### config.mk
export PLATFORM = sky130hd
export DESIGN_NAME = solver_sequencer
export DESIGN_NICKNAME = d
export VERILOG_FILES = /design/src/rtl/solver_sequencer.sv
export SDC_FILE = /design/constraint.sdc
export NUM_CORES = 1
export LEC_CHECK = 0
export BUFFER_PORTS_ARGS = -buffer_cell sky130_fd_sc_hd__buf_2
export CAP_MARGIN = 20
export CORE_MARGIN = 2
export CORE_UTILIZATION = 50
export DETAILED_ROUTE_END_ITERATION = 8
export PLACE_DENSITY = 0.76
export SYNTH_ARGS = -nofsm -noshare
export SYNTH_HDL_FRONTEND = slang
export SYNTH_SLANG_ARGS = --single-unit
### constraint.sdc
create_clock -name clock -period 2.74 [get_ports clock]
set_input_delay 0.274 -clock clock [delete_from_list [all_inputs] [get_ports clock]]
set_output_delay 0.274 -clock clock [all_outputs]
set_load 0.005 [all_outputs]
### src/rtl/solver_sequencer.sv
// Iteration sequencer for a limb-serial solver: sweeps limbs NUM_PHASES times per iteration,
// checks for divergence or the iteration limit, then holds the result. Optional abort: SOLVER_SEQUENCER_ABORT_EN.
module solver_sequencer #(
    parameter int LIMB_INDEX_BITS = 6,
    parameter int ITER_BITS       = 16,
    parameter int NUM_PHASES      = 2,
    parameter int PHASE_BITS      = 2
) (
    input  logic                       clock,
    input  logic                       reset,
    input  logic                       wr_num_limbs_en,
    input  logic [LIMB_INDEX_BITS-1:0] num_limbs_data,
    input  logic                       wr_iter_lim_en,
    input  logic [ITER_BITS-1:0]       iter_lim_data,
    input  logic                       start,
    input  logic                       diverged,
`ifdef SOLVER_SEQUENCER_ABORT_EN
    input  logic                       abort,
`endif
    output logic                       busy,
    output logic                       limb_valid,
    output logic [LIMB_INDEX_BITS-1:0] limb_index,
    output logic [PHASE_BITS-1:0]      phase,
    output logic [ITER_BITS-1:0]       iter_count,
    output logic                       result_valid,
    input  logic                       result_ready,
    output logic [ITER_BITS-1:0]       result_iters,
    output logic                       result_diverged
);

    // state | meaning
    // IDLE  | config writable, waiting for start
    // STEP  | one limb per cycle, NUM_PHASES sweeps
    // CHECK | end of iteration: count it, test divergence / limit
    // DONE  | result presented until result_ready
    typedef enum logic [1:0] {IDLE, STEP, CHECK, DONE} state_t;

    state_t                     state;
    logic [LIMB_INDEX_BITS-1:0] num_limbs;
    logic [ITER_BITS-1:0]       iter_lim;
    logic                       last_limb;
    logic                       last_phase;
    logic [ITER_BITS-1:0]       iter_next;
    logic                       abort_req;

`ifdef SOLVER_SEQUENCER_ABORT_EN
    assign abort_req = abort;
`else
    assign abort_req = 1'b0;
`endif

    assign last_limb  = (limb_index == num_limbs - LIMB_INDEX_BITS'(1));
    assign last_phase = (phase == PHASE_BITS'(NUM_PHASES - 1));
    assign iter_next  = iter_count + ITER_BITS'(1);

    assign busy         = (state != IDLE);
    assign limb_valid   = (state == STEP);
    assign result_valid = (state == DONE);

    always_ff @(posedge clock) begin
        if (reset) begin
            state           <= IDLE;
            num_limbs       <= LIMB_INDEX_BITS'(1);
            iter_lim        <= ITER_BITS'(1);
            limb_index      <= '0;
            phase           <= '0;
            iter_count      <= '0;
            result_iters    <= '0;
            result_diverged <= 1'b0;
        end else begin
            case (state)
                IDLE: begin
                    if (wr_num_limbs_en) num_limbs <= num_limbs_data;
                    if (wr_iter_lim_en)  iter_lim  <= iter_lim_data;
                    if (start && (num_limbs != '0) && (iter_lim != '0)) begin
                        state      <= STEP;
                        limb_index <= '0;
                        phase      <= '0;
                        iter_count <= '0;
                    end
                end
                STEP: begin
                    if (abort_req) begin
                        state           <= DONE;
                        limb_index      <= '0;
                        phase           <= '0;
                        result_iters    <= iter_count;
                        result_diverged <= 1'b0;
                    end else if (last_limb) begin
                        limb_index <= '0;
                        if (last_phase) begin
                            phase <= '0;
                            state <= CHECK;
                        end else begin
                            phase <= phase + PHASE_BITS'(1);
                        end
                    end else begin
                        limb_index <= limb_index + LIMB_INDEX_BITS'(1);
                    end
                end
                CHECK: begin
                    // An abort here reports the iterations finished before this check.
                    if (abort_req) begin
                        state           <= DONE;
                        result_iters    <= iter_count;
                        result_diverged <= 1'b0;
                    end else begin
                        iter_count <= iter_next;
                        if (diverged || (iter_next == iter_lim)) begin
                            state           <= DONE;
                            result_iters    <= iter_next;
                            result_diverged <= diverged;
                        end else begin
                            state <= STEP;
                        end
                    end
                end
                DONE: begin
                    if (result_ready) state <= IDLE;
                end
                default: state <= IDLE;
            endcase
        end
    end

endmodule

==> results.ini <==
[floorplan]
initial_standard_cell_utilization_of_the_core_pct=52.2
boundaryPins=73
die_w_microns=91.2
core-area_sq_um=7290
floorplan.die.height_microns=91.2
die_area_sq_um=8320
row_count=31

[grt]
grt_overflow_total=0
first_global_vias=3391
grt_pass1_wl_microns=16800
initial_antenna_violation_count=0
grt_max_degree=35
track_usage_pct=25.0

[place]
dp_hpwl_microns=7630
routability_congestion=0.964
io_buffers=72
dpl.cell_count=615

[synth]
postSynthCellCount=455
synth_area_sq_um=3800
avgSynthCellArea_sq_um=8.36
async_reset_ff_share_pct=0
synthesis.nets=488
synth_seq_cells=65
count_of_cell_types_in_the_netlist=60
ys.flop_type=sky130_fd_sc_hd__dfxtp_1
synth-warning-count=0
post-synth-top-area-fraction_pct=34.2
synth_top_area_cell=sky130_fd_sc_hd__dfxtp_1
netlist_top_cells_area=sky130_fd_sc_hd__dfxtp_1, sky130_fd_sc_hd__a21oi_1, sky130_fd_sc_hd__nand2_1, sky130_fd_sc_hd__xnor2_1, sky130_fd_sc_hd__a211oi_1
number_of_flops_mapped_to_enable_cells_by_yosys=0
yosysSeqAreaShare_pct=34.2

[clock_tree]
worst_setup_hold_path_clk_slew_ns=0.08
clock_tree.htree_level_count=3
cts.sinks=65
cts_inserted_buffers=9
cts_root_buffer=sky130_fd_sc_hd__clkbuf_8
cts.path.max_buffers=2
clock_tree_from_tritoncts=done
insertion_delay_ns=0.35

[sta]
hold_viol_final=0
timing.final.max_slew_violations=0
final.period_utilization_pct=94.7
grt_setup_unrepaired=no
worst_slew_pin_slew_ns=0.683
slew-limit-headroom_pct=54.4
final_period_minus_worst_setup_slack_ns=2.59
setup_viol=0
fmax_ghz=0.385
total_negative_slack_ns=0
clock-skew-final_ns=0.00900

[power]
post-layout-total-power_w=0.00250
p_per_cell_area_nw_per_um2=548
vdd.ir_drop.worst_v=0.000275
p_leak_nw=1.92

[finish]
final_util_pct=62.6
instances_no_fill=632
syn2layout_area_growth_pct=20.0
nNetsFinal=561
insertedDiodeCount=0
layout-drive-gt1-share_pct=27.4
final-seq-area_sq_um=1300
layout.filler_cells=691
mostFrequentLayoutCell=sky130_fd_sc_hd__buf_2
most_frequent_cells_in_the_layout=sky130_fd_sc_hd__buf_2, sky130_fd_sc_hd__dfxtp_1, sky130_fd_sc_hd__nand2_1
area_taken_by_multi_input_logic_gates_sq_um=2310

[job]
timing.max_cap.violations=0

[route]
totalWireLength_microns=10400
first_iter_violations=255
routed_wire_length_per_instance_microns=16.5
via_density_per_instance=5.81
drc=0
route.vias.total=3672
antenna_left=0
drt_pre_antenna_iters=5

[status]
outcome=completed

[worst_setup_path]
kind_of_launch_point_of_the_worst_setup_path=register
crit_path_top_delay_cell=sky130_fd_sc_hd__or3_1
crit_required_ns=3.00
cp-end-kind=register
criticalPathCategory=register to register
worstPathMaxFanout=16
critical-path-max-stage-delay_ns=0.38
cp.arrival_ns=2.85
critical_path.cell_chain=ha_2 > xnor2_1 > xnor2_1 > or3_1 > nor4b_1 > and4_2 > buf_12 > a211oi_1 > a211oi_1

[hold_path]
holdCritPathClass=input pin to register

## where the power goes
part	switching (W)	total, W	leakage [nW]	internal, W
sequential	0.0000571	0.00105	0.529	0.000996
combinational	0.000268	0.000457	1.27	0.000188
clock	0.000390	0.000994	0.115	0.000604
total	0.000716	0.00250	1.92	0.00179
## repair_timing
| item | 4_1_cts | 5_1_grt |
|---|---|---|
| gates resized for setup | 0 | 11 |
| setup endpoints to repair | 0 | 18 |
| hold buffers | 0 | 0 |
| setup buffers | 0 | 1 |
## final timing paths
check	start	to	cells after the start	slack (ns)
setup / recovery	iter_count[1]$_SDFFE_PP0P_	result_iters[4]$_SDFFE_PP0P_	9	0.15
hold / removal	num_limbs_data[4]	num_limbs[4]$_SDFFE_PP0P_	3	0.16
setup reg to reg	iter_count[1]$_SDFFE_PP0P_	result_iters[4]$_SDFFE_PP0P_	9	0.15
hold reg to reg	iter_lim[4]$_SDFFE_PP0P_	iter_lim[4]$_SDFFE_PP0P_	2	0.49
## flip-flops by register name, indices dropped and copies added, names as in the netlist
| signal | count |
|---|---|
| iter_lim | 16 |
| phase | 2 |
| limb_index | 6 |
| iter_count | 16 |
| result_iters | 16 |
| result_diverged | 1 |
| num_limbs | 6 |
| state | 2 |
## final cells by class
type,instances,area share [%]
multi-input combinational,348,50.6
sequential,65,28.5
timing repair buffer,96,12.2
clock buffer,9,2.71
tap,99,2.71
clock inverter,7,2.60
inverter,8,0.658
## worst max-delay path: cells and delay by family (launching register included)
kind                     cells  cell delay [ns]
AND/OR/NAND/NOR              3             1.02
flip-flops                   1             0.36
adder cells (fa/ha/maj)      1             0.21
buffers and inverters        1             0.16
AO/OA/AOI/OAI                2             0.29
XOR/XNOR                     2             0.47
## stage by stage
stage          hold WS [ns]  cell area [sq um]  worst slack (ns)
2_1_floorplan         0.397               3800            0.0520
3_3_place_gp          0.467               4270             0.159
3_5_place_dp          0.476               4270            0.0330
4_1_cts               0.144               4510           0.00794
5_1_grt               0.161               4560            0.0191
6_report              0.155               4560             0.146
## cells in the mapped netlist (all sizes together) (5+ instances only)
master  count
nor2       40
xor2       19
nand3b      5
mux2i       7
xnor2      21
nand2      57
nand3      10
nor2b       6
a21oi      43
dfxtp      65
nand4      13
o21ai      11
clkbuf     17
a211oi     33
nor4       11
inv         8
nor3       13
and3        5
and2        5
buf        17
## logic make-up after synthesis
logic type,share of synthesized area [%]
DFF,34.2
adders and majority gates,1.32
AOI/OAI and AO/OA,20.3
buffers and inverters,6.12
xor gates and xnor gates,9.80
and+or+nand+nor,26.1
muxes,2.14
## metal layers
layer	part of all wire [%]	GRT usage, %
met1	47	34.7
met2	45	37.9
met3	5.7	3.90
met4	2.7	11.6
met5	0	0
Power figures use the tool's default switching activity.
